$ cat config.mk
export PLATFORM = sky130hd
export DESIGN_NAME = avr_prog_loader_flat
export DESIGN_NICKNAME = d
export VERILOG_FILES = /design/src/rtl/avr_prog_loader_if.sv /design/src/rtl/avr_prog_loader.sv /design/src/flat_wrapper.sv
export SDC_FILE = /design/constraint.sdc
export NUM_CORES = 1
export LEC_CHECK = 0
export CORE_MARGIN = 4
export CORE_UTILIZATION = 25
export DETAILED_ROUTE_END_ITERATION = 10
export DONT_BUFFER_PORTS = 1
export SLEW_MARGIN = 20
export SYNTH_ARGS = -nofsm -noshare
export SYNTH_HDL_FRONTEND = slang
export SYNTH_SLANG_ARGS = --single-unit
$ cat constraint.sdc
create_clock -name CLK -period 3.48 [get_ports CLK]
set_input_delay 1.044 -clock CLK [delete_from_list [all_inputs] [get_ports CLK]]
set_output_delay 1.044 -clock CLK [all_outputs]
set_load 0.03 [all_outputs]
$ cat src/rtl/avr_prog_loader_if.sv
// -----------------------------------------------------------------------------
// avr_prog_loader_if
// Byte-stream handshake between the host/UART side and the program loader.
//   in_valid  : in_data holds a byte (driven by the byte source)
//   in_data   : stream byte (driven by the byte source)
//   in_ready  : loader accepts a byte this cycle (driven by the loader)
// A byte transfers on any clock edge where in_valid && in_ready.
// Modports: master = byte source, slave = loader.
// -----------------------------------------------------------------------------
interface avr_prog_loader_if;
    logic       in_valid;
    logic [7:0] in_data;
    logic       in_ready;

    modport master (output in_valid, output in_data, input in_ready);
    modport slave  (input in_valid, input in_data, output in_ready);
endinterface

$ cat src/rtl/avr_prog_loader.sv
// -----------------------------------------------------------------------------
// avr_prog_loader
// Receives a framed byte stream (SYNC, LEN_L, LEN_H, 2*LEN data bytes, CSUM)
// and writes 16-bit instruction words into the program memory write port.
// The CPU/fetch stage is held in reset via cpu_hold until a load completes
// with a good checksum.
//
// Ports:
//   CLK, RST     : clock, synchronous active-high reset
//   stream       : byte-stream slave (in_valid, in_data, in_ready)
//   wr_en        : program memory write strobe, one cycle per word
//   wr_addr      : program memory word address
//   wr_data      : word to write (first byte of the pair in [15:8])
//   cpu_hold     : OR'd into the CPU/fetch reset by the top level
//   done         : last load completed with a good checksum
//   error        : last load aborted or failed
//   words_loaded : words written in the current/last frame
//
// Optional feature macro: LOADER_TIMEOUT_EN
//   When defined, a stalled frame (no accepted byte for TIMEOUT_CYCLES cycles
//   while inside a frame) aborts to the error state. When undefined, a stalled
//   frame waits indefinitely.
// -----------------------------------------------------------------------------
module avr_prog_loader #(
    parameter int         ADDR_W         = 9,
    parameter logic [7:0] SYNC_BYTE      = 8'h55,
    parameter int         TIMEOUT_CYCLES = 100000
) (
    input  logic                CLK,
    input  logic                RST,
    avr_prog_loader_if.slave    stream,
    output logic                wr_en,
    output logic [ADDR_W-1:0]   wr_addr,
    output logic [15:0]         wr_data,
    output logic                cpu_hold,
    output logic                done,
    output logic                error,
    output logic [ADDR_W:0]     words_loaded
);

    typedef enum logic [2:0] {
        IDLE, LEN_L, LEN_H, DATA_HI, DATA_LO, CSUM, DONE, ERR
    } state_t;

    state_t      state;
    state_t      next_state;
    logic [7:0]  len_l;
    logic [15:0] len;
    logic [7:0]  hi;
    logic [7:0]  sum;
    logic        accept;
    logic [15:0] len_word;
    logic        len_too_big;
    logic        last_word;
    logic        sync_seen;

    // The loader never back-pressures; it only refuses bytes while in reset.
    assign stream.in_ready = !RST;
    assign accept          = stream.in_valid && stream.in_ready;
    assign sync_seen       = (stream.in_data == SYNC_BYTE);

    // LEN_H arrives on the bus while LEN_L is already stored.
    assign len_word    = {stream.in_data, len_l};
    assign len_too_big = ({1'b0, len_word} > (17'd1 << ADDR_W));
    // words_loaded still holds the index of the word being completed.
    assign last_word   = ((17'(words_loaded) + 17'd1) == {1'b0, len});

`ifdef LOADER_TIMEOUT_EN
    logic [31:0] timer;
    logic        in_frame;
    logic        timeout_hit;

    assign in_frame    = (state == LEN_L) || (state == LEN_H) || (state == DATA_HI) ||
                         (state == DATA_LO) || (state == CSUM);
    assign timeout_hit = in_frame && !accept && (timer == 32'(TIMEOUT_CYCLES));

    // Counts idle cycles inside a frame; any accepted byte or leaving the
    // frame states starts it over.
    always_ff @(posedge CLK) begin
        if (RST || accept || !in_frame) begin
            timer <= '0;
        end else if (timer != 32'(TIMEOUT_CYCLES)) begin
            timer <= timer + 32'd1;
        end
    end
`endif

    // State register.
    always_ff @(posedge CLK) begin
        if (RST) begin
            state <= IDLE;
        end else begin
            state <= next_state;
        end
    end

    // Next-state logic: every transition is driven by an accepted byte,
    // except the optional inter-byte timeout.
    always_comb begin
        next_state = state;
        if (accept) begin
            case (state)
                IDLE, DONE, ERR: if (sync_seen) next_state = LEN_L;
                LEN_L:           next_state = LEN_H;
                LEN_H: begin
                    if (len_too_big)          next_state = ERR;
                    else if (len_word == '0)  next_state = CSUM;
                    else                      next_state = DATA_HI;
                end
                DATA_HI:         next_state = DATA_LO;
                DATA_LO:         next_state = last_word ? CSUM : DATA_HI;
                CSUM:            next_state = ((sum + stream.in_data) == 8'h00) ? DONE : ERR;
                default:         next_state = IDLE;
            endcase
        end
`ifdef LOADER_TIMEOUT_EN
        if (timeout_hit) begin
            next_state = ERR;
        end
`endif
    end

    // Datapath and status flags. Status changes are keyed off state entry so
    // a timeout abort and a bad checksum take the same path into ERR.
    always_ff @(posedge CLK) begin
        if (RST) begin
            wr_en        <= 1'b0;
            wr_addr      <= '0;
            wr_data      <= '0;
            words_loaded <= '0;
            cpu_hold     <= 1'b1;
            done         <= 1'b0;
            error        <= 1'b0;
            len_l        <= '0;
            len          <= '0;
            hi           <= '0;
            sum          <= '0;
        end else begin
            wr_en <= 1'b0;
            // wr_addr stays put during the strobe and advances right after it.
            if (wr_en) begin
                wr_addr <= wr_addr + 1'b1;
            end
            if (accept) begin
                case (state)
                    LEN_L: begin
                        len_l <= stream.in_data;
                        sum   <= sum + stream.in_data;
                    end
                    LEN_H: begin
                        len <= len_word;
                        sum <= sum + stream.in_data;
                    end
                    DATA_HI: begin
                        hi  <= stream.in_data;
                        sum <= sum + stream.in_data;
                    end
                    DATA_LO: begin
                        wr_en        <= 1'b1;
                        wr_data      <= {hi, stream.in_data};
                        words_loaded <= words_loaded + 1'b1;
                        sum          <= sum + stream.in_data;
                    end
                    default: ;
                endcase
            end
            if (next_state == LEN_L && state != LEN_L) begin
                cpu_hold     <= 1'b1;
                done         <= 1'b0;
                error        <= 1'b0;
                sum          <= '0;
                wr_addr      <= '0;
                words_loaded <= '0;
            end
            if (next_state == DONE && state != DONE) begin
                done     <= 1'b1;
                cpu_hold <= 1'b0;
            end
            if (next_state == ERR && state != ERR) begin
                error    <= 1'b1;
                cpu_hold <= 1'b1;
            end
        end
    end

endmodule

$ cat src/flat_wrapper.sv
// flat-port wrapper written by rule: the top's interface ports become plain ports
module avr_prog_loader_flat 
#(
    parameter int         ADDR_W         = 9,
    parameter logic [7:0] SYNC_BYTE      = 8'h55,
    parameter int         TIMEOUT_CYCLES = 100000
)
  (CLK, RST, wr_en, wr_addr, wr_data, cpu_hold, done, error, words_loaded, stream_in_valid, stream_in_data, stream_in_ready);
  avr_prog_loader_if stream_i ();
  input  logic CLK;
  input  logic RST;
  output logic wr_en;
  output logic [ADDR_W-1:0] wr_addr;
  output logic [15:0] wr_data;
  output logic cpu_hold;
  output logic done;
  output logic error;
  output logic [ADDR_W:0] words_loaded;
  input wire logic [$bits(stream_i.in_valid)-1:0] stream_in_valid;
  input wire logic [$bits(stream_i.in_data)-1:0] stream_in_data;
  output wire logic [$bits(stream_i.in_ready)-1:0] stream_in_ready;
  assign stream_i.in_valid = stream_in_valid;
  assign stream_i.in_data = stream_in_data;
  assign stream_in_ready = stream_i.in_ready;
  avr_prog_loader #(.ADDR_W(ADDR_W), .SYNC_BYTE(SYNC_BYTE), .TIMEOUT_CYCLES(TIMEOUT_CYCLES)) u_core (.CLK(CLK), .RST(RST), .stream(stream_i), .wr_en(wr_en), .wr_addr(wr_addr), .wr_data(wr_data), .cpu_hold(cpu_hold), .done(done), .error(error), .words_loaded(words_loaded));
endmodule
After elaboration in Yosys (flattened, before gate mapping)
Cells that the tools add are included.
{"block": "word_totals", "wordCells": 66, "ram_bits": 0, "regBits": 82, "rom_bits": 0, "latchBits": 0, "inputBits": 11, "output_inout_bits": 40, "mem_count": 0}
{"block": "op_classes", "n_eq_ne": 15, "n_lt_le_gt_ge": 1, "add_sub_neg": 4, "bitwise": 1, "n_mux": 13, "shifts": 0, "div": 0, "reduce_logical": 20, "n_mul": 0}
{"operator": "$eq A3 B3 Y1 const B", "count": 6}
{"operator": "$pmux W3 S6", "count": 1}
{"operator": "$eq A17 B16 Y1", "count": 1}
{"operator": "$gt A16 B10 Y1 const B", "count": 1}
{"operator": "$logic_not A16 Y1", "count": 1}
{"operator": "$mux W3", "count": 5}
{"operator": "$add A10 B1 Y11 const B", "count": 1}
{"operator": "$add A10 B1 Y10 const B", "count": 1}
{"operator": "$reduce_and A2 Y1", "count": 5}
{"operator": "$add A9 B1 Y9 const B", "count": 1}
{"operator": "$add A8 B8 Y8", "count": 1}
{"operator": "$eq A8 B7 Y1 const B", "count": 1}
{"operator": "$logic_not A8 Y1", "count": 1}
{"operator": "$mux W1", "count": 7}
{"operator": "$eq A3 B1 Y1 const B", "count": 2}
{"operator": "$eq A3 B2 Y1 const B", "count": 2}
{"operator": "$ne A3 B3 Y1 const B", "count": 2}
{"operator": "$reduce_or A2 Y1", "count": 3}
{"operator": "$logic_and A1 B1 Y1", "count": 4}
{"operator": "$reduce_bool A2 Y1", "count": 2}
{"operator": "$reduce_or A4 Y1", "count": 1}
{"operator": "$logic_not A3 Y1", "count": 1}
{"operator": "$ne A3 B1 Y1 const B", "count": 1}
{"operator": "$reduce_or A3 Y1", "count": 1}
{"operator": "2 further kinds", "count": 2}

Logic depth before layout (Yosys ltp)
{"block": "logic_depth", "word_depth": 9, "ltp_mapped": 11, "ltp_nobuf": 10}

Worst setup path before layout
No wires, ideal clock.
{"block": "synth_timing", "kind": "input-to-reg", "start": "input stream_in_data[0]", "end": "register u_core.cpu_hold", "arrival_ns": 3.355, "required_ns": 3.365, "setup_time_ns": 0.115, "stages": 11, "slack_ns": 0.009, "path_cell_list": "ha_1 -> inv_1 -> fa_1 -> nor2b_1 -> o31a_1 -> o211ai_1 -> or4_4 -> o31ai_4 -> o41ai_2 -> buf_6 -> a31o_1"}
{"block": "synth_via", "elab_chain_len": 8, "word_cells_on_any_way": 20, "classes_between": "add/sub (1); order compare (1); eq/ne (4); mux (7); reduce/logical (7)"}
{"item": "start, declared", "line": "flat_wrapper.sv:20", "text": "input wire logic [$bits(stream_i.in_data)-1:0] stream_in_data;"}
{"item": "$add A8 B8 Y8 / $logic_not A16 Y1 (equally long branches)", "line": "avr_prog_loader.sv:112, avr_prog_loader.sv:107"}
{"item": "$logic_not A8 Y1 / $mux W3 (equally long branches)", "line": "avr_prog_loader.sv:112, avr_prog_loader.sv:107"}
{"item": "$mux W1 / $mux W3 (equally long branches)", "line": "avr_prog_loader.sv:112, avr_prog_loader.sv:106"}
{"item": "$pmux W3 S6 *", "line": "avr_prog_loader.sv:102", "text": "case (state)"}
{"item": "$mux W3 *", "line": "avr_prog_loader.sv:101", "text": "if (accept) begin"}
{"item": "$eq A3 B3 Y1 (tied with other cells)", "line": "avr_prog_loader.sv:175", "text": "if (next_state == DONE && state != DONE) begin"}
{"item": "$logic_and A1 B1 Y1, on equally long branches", "line": "avr_prog_loader.sv:175, avr_prog_loader.sv:167, avr_prog_loader.sv:179"}
{"item": "$mux W1 (tied with other cells)", "line": "avr_prog_loader.sv:175"}
{"item": "end signal, assigned", "line": "avr_prog_loader.sv:168", "text": "cpu_hold <= 1'b1;"}
{"item": "end signal, assigned", "line": "avr_prog_loader.sv:177", "text": "cpu_hold <= 1'b0;"}
{"item": "end signal, assigned", "line": "avr_prog_loader.sv:181", "text": "cpu_hold <= 1'b1;"}
{"item": "end, declared", "line": "avr_prog_loader.sv:35", "text": "output logic cpu_hold,"}
Every way passes the cells marked *; elsewhere a longest branch is shown, timed or not.
A chain may end at the register's enable or synchronous reset.

Worst setup path after layout
{"block": "layout_timing", "start": "input stream_in_data[0]", "end": "register u_core.words_loaded[1]"}
{"block": "layout_via", "elab_chain_len": 8, "word_cells_on_any_way": 14, "classes_between": "add/sub (1); order compare (1); eq/ne (2); mux (6); reduce/logical (4)"}
{"item": "$add A8 B8 Y8 / $logic_not A16 Y1 (equally long branches)", "line": "avr_prog_loader.sv:112, avr_prog_loader.sv:107"}
{"item": "$logic_not A8 Y1 / $mux W3 (equally long branches)", "line": "avr_prog_loader.sv:112, avr_prog_loader.sv:107"}
{"item": "$mux W1 / $mux W3 (equally long branches)", "line": "avr_prog_loader.sv:112, avr_prog_loader.sv:106"}
{"item": "$pmux W3 S6 *", "line": "avr_prog_loader.sv:102"}
{"item": "$mux W3 *", "line": "avr_prog_loader.sv:101"}
{"item": "$eq A3 B1 Y1 *", "line": "avr_prog_loader.sv:167", "text": "if (next_state == LEN_L && state != LEN_L) begin"}
{"item": "$logic_and A1 B1 Y1 *", "line": "avr_prog_loader.sv:167"}
{"item": "$reduce_or A2 Y1 (no source line) *"}
{"item": "end signal, assigned", "line": "avr_prog_loader.sv:161", "text": "words_loaded <= words_loaded + 1'b1;"}
{"item": "end, declared", "line": "avr_prog_loader.sv:38", "text": "output logic [ADDR_W:0] words_loaded"}
Marks and branches as above.

==> metrics.log <==
[metrics] status: finished, final reports clean
[metrics] Final Wtd Congestion: 0.834
[metrics] worst setup path endpoint: u_core.words_loaded[1]
[metrics] clock insertion delay at the later pin of the skew report: 0.34 ns
[metrics] Slew HR: 0.564
[metrics] share of layout cells above drive strength 1: 0.0747
[metrics] Net count, final: 499
[metrics] data required time at the worst endpoint: 3.75 ns
[metrics] number of hold-slack violations in the final timing report: 0
[metrics] average instance area after synthesis: 8.05 um^2
[metrics] nets in the synthesized netlist: 495
[metrics] vias in the first global route: 2928
[metrics] largest fanout on the critical path: 19
[metrics] area taken by flip-flops and latches: 1640 um^2
[metrics] setup total negative slack: 0 ns
[metrics] maximum root-to-sink buffer count: 2
[metrics] static power due to leakage: 0.00168 uW
[metrics] worst supply voltage drop on vdd: 0.249 mV
[metrics] worst-case reg-to-reg path depth: 11
[metrics] maximum clock frequency: 310 MHz
[metrics] cell at the root of the clock tree: sky130_fd_sc_hd__clkbuf_16
[metrics] number of setup buffers added after CTS: 0
[metrics] largest net degree at the start of global routing: 50
[metrics] violation count after the first detailed-route iteration: 189
[metrics] crit end category: register
[metrics] number of distinct library cells after synthesis: 49
[metrics] EDFF count, synth: 0
[metrics] Main synth FF type: sky130_fd_sc_hd__dfxtp_1
[metrics] clock tree from TritonCTS: done
[metrics] Clock Skew: 0.00808 ns
[metrics] detailed-placement wirelength estimate: 7.07 mm
[metrics] Via-to-Cell Ratio: 4.84
[metrics] kind of start point of the critical path: input port
[metrics] mean routed wirelength per cell: 14.4 um
[metrics] Layout fillers: 1591
[metrics] netlist area before placement: 3820 um^2
[metrics] Worst Tran Pin Value: 0.652 ns
[metrics] most common cell in the synthesized netlist: sky130_fd_sc_hd__nand2_1
[metrics] global-route wire length before repair: 15.7 mm
[metrics] top cells by area in the synthesized netlist: sky130_fd_sc_hd__dfxtp_1, sky130_fd_sc_hd__nand2_1, sky130_fd_sc_hd__o21ai_0, sky130_fd_sc_hd__nor2_1, sky130_fd_sc_hd__xnor2_1
[metrics] Yosys reg bits: 82
[metrics] period utilisation layout: 0.928
[metrics] largest area contributor in the synthesized netlist: sky130_fd_sc_hd__dfxtp_1
[metrics] routed via count: 3225
[metrics] Worst R2R End: u_core.words_loaded[1]
[metrics] Hold Crit Class: reg -> reg
[metrics] maximum level of the CTS H-tree: 3
[metrics] initial cell density of the core: 0.259
[metrics] final count of negative-setup-slack endpoints: 0
[metrics] Setup WS pre-CTS: -0.0851 ns
[metrics] CP Class: in -> reg
[metrics] standard-cell row count: 44
[metrics] Die Wd: 132 um
[metrics] count of mapped cells out of synthesis: 474
[metrics] origin of the worst setup path: stream_in_data[0]
[metrics] clk sink count: 82
[metrics] Post-DRT Antenna Nets: 0
[metrics] Boundary Pins: 51
[metrics] hold buffer count at cts: 0
[metrics] Chip Height: 132 um
[metrics] sequential fraction of the synthesis area: 0.430
[metrics] top-area cell type share of the netlist area: 0.430
[metrics] Reg clk slew, reported paths: 0.06 ns
[metrics] P per Cell Area: 431 nW/um^2
[metrics] ys async rst share: 0
[metrics] detailed-router iteration count before antenna repair: 5
[metrics] max-capacitance violation count: 0
[metrics] Synth warnings: 0
[metrics] Placeable Area: 14800 um^2
[metrics] Pins Over Slew Limit: 0
[metrics] Gates resized, CTS repair: 0
[metrics] list of most frequent post-synthesis cells: sky130_fd_sc_hd__nand2_1, sky130_fd_sc_hd__dfxtp_1, sky130_fd_sc_hd__nor2_1
[metrics] CTS buffer count: 9
[metrics] GRT Residual Overflow: 0
[metrics] Buffers on Ports: 0
[metrics] Syn-to-layout area delta: 14.6%
[metrics] source of the worst register-to-register timing path: u_core.sum[0]
[metrics] initial antenna violation count: 0
[metrics] crit path time final: 3.23 ns
[metrics] final routed wirelength across all metal layers: 9.60 mm
[metrics] reg-to-reg setup timing slack: 0.61 ns
[metrics] post-detailed-route DRC marker count: 0
[metrics] total global-route track usage: 0.110
[metrics] footprint of the multi-input gates: 2050 um^2
[metrics] area of the die: 17300 um^2
[metrics] Final WS setup: 0.251 ns
[metrics] unrepaired setup endpoints after global routing: false
[metrics] arrival time reported for the critical path endpoint: 3.49 ns
[metrics] number of antenna repair diodes: 0
-- per-stage QoR --
step / power, uW / cells / cell area [um^2] / util / hold slack, ns
after floorplan: 997 / 474 / 3820 / - / 0.425
after global placement: 1010 / 651 / 4100 / 0.278 / 0.437
after detailed placement: 1010 / 651 / 4100 / 0.278 / 0.443
after CTS: 1910 / 666 / 4380 / 0.297 / 0.460
after global routing: 1950 / 666 / 4380 / 0.297 / 0.475
final: 1880 / 666 / 4380 / 0.297 / 0.455
-- cells in the final DEF (no fill, tap or decap), types with 2 or more instances in the layout --
| cell type | n |
|---|---|
| sky130_fd_sc_hd__ha_1 | 9 |
| sky130_fd_sc_hd__xor2_1 | 14 |
| sky130_fd_sc_hd__or2_2 | 2 |
| sky130_fd_sc_hd__nor2_1 | 54 |
| sky130_fd_sc_hd__o31ai_1 | 3 |
| sky130_fd_sc_hd__nor4b_1 | 2 |
| sky130_fd_sc_hd__a21oi_1 | 7 |
| sky130_fd_sc_hd__nand3b_1 | 2 |
| sky130_fd_sc_hd__dfxtp_1 | 82 |
| sky130_fd_sc_hd__nand3_1 | 18 |
| sky130_fd_sc_hd__buf_4 | 15 |
| sky130_fd_sc_hd__o21ai_0 | 42 |
| sky130_fd_sc_hd__o32ai_1 | 3 |
| sky130_fd_sc_hd__and3_1 | 8 |
| sky130_fd_sc_hd__nand2b_1 | 2 |
| sky130_fd_sc_hd__or3_1 | 6 |
| sky130_fd_sc_hd__a211oi_1 | 2 |
| sky130_fd_sc_hd__o21a_1 | 2 |
| sky130_fd_sc_hd__inv_1 | 10 |
| sky130_fd_sc_hd__xnor2_1 | 19 |
| sky130_fd_sc_hd__nor3_1 | 10 |
| sky130_fd_sc_hd__clkinvlp_4 | 2 |
| sky130_fd_sc_hd__nor2b_1 | 4 |
| sky130_fd_sc_hd__a21o_1 | 8 |
| sky130_fd_sc_hd__nand4_1 | 11 |
| sky130_fd_sc_hd__clkbuf_8 | 2 |
| sky130_fd_sc_hd__nand2_1 | 97 |
| sky130_fd_sc_hd__clkbuf_16 | 9 |
| sky130_fd_sc_hd__nor3b_1 | 4 |
| sky130_fd_sc_hd__nor4_1 | 4 |
| sky130_fd_sc_hd__mux2i_1 | 7 |
-- state kept, by name (all words and copies together), names as in the netlist, 3 cells and up --
signal and count:
u_core.len 16, u_core.hi 8, u_core.sum 8, u_core.words_loaded 10, u_core.len_l 8, u_core.wr_data 16, u_core.wr_addr 9, u_core.state 3
-- cell type report --
type	instances	area share
Tap cell	184	0.0526
Timing Repair Buffer	16	0.0303
Inverter	11	0.00944
Multi-Input combinational cell	358	0.468
Sequential cell	82	0.375
Clock buffer	12	0.0586
Clock inverter	3	0.00543
-- routing by layer --
metal / wire (um) / track usage / part of all wire / vias to the layer above
met5: 0 / 0 / 0 / -
met4: 77 / 0.0193 / 0.0080 / 0
met3: 891 / 0.0451 / 0.093 / 9
met2: 4330 / 0.174 / 0.45 / 84
met1: 4310 / 0.143 / 0.45 / 1496
li1: - / - / - / 1636
-- worst min path at each step --
stage	startpoint	end	slack [ns]	depth (start not counted)
after floorplan	u_core.hi[2]	u_core.wr_data[10]	0.42	2
after global placement	u_core.hi[0]	u_core.wr_data[8]	0.44	2
after detailed placement	u_core.hi[7]	u_core.wr_data[15]	0.44	2
after CTS	u_core.hi[7]	u_core.wr_data[15]	0.46	2
after global routing	u_core.len[14]	u_core.len[14]	0.48	2
final	u_core.len[11]	u_core.len[11]	0.46	2
-- where the power goes --
part | internal [uW] | switching, uW
logic | 19.2 | 32.9
clock network | 521 | 372
registers | 939 | 0.0627
total | 1480 | 405
-- critical path: stages --
cell and delay [ns]:
sky130_fd_sc_hd__ha_1 0.15, sky130_fd_sc_hd__inv_1 0.06, sky130_fd_sc_hd__fa_1 0.40, sky130_fd_sc_hd__nor2b_1 0.19
sky130_fd_sc_hd__o31a_1 0.17, sky130_fd_sc_hd__o211ai_1 0.12, sky130_fd_sc_hd__or4_4 0.57, sky130_fd_sc_hd__o31ai_4 0.25
sky130_fd_sc_hd__o41ai_4 0.20, sky130_fd_sc_hd__buf_12 0.22, sky130_fd_sc_hd__a21oi_1 0.11
-- cells by family after synthesis --
kind of cell / Yosys count / share of synthesized area
buffers and inverters: 34 / 0.0361
adders and majority gates: 10 / 0.0347
xor gates and xnor gates: 33 / 0.0757
and+or+nand+nor: 227 / 0.270
DFF: 82 / 0.430
AOI/OAI and AO/OA: 81 / 0.135
muxes: 7 / 0.0184
(Power assumes the default switching activity.)
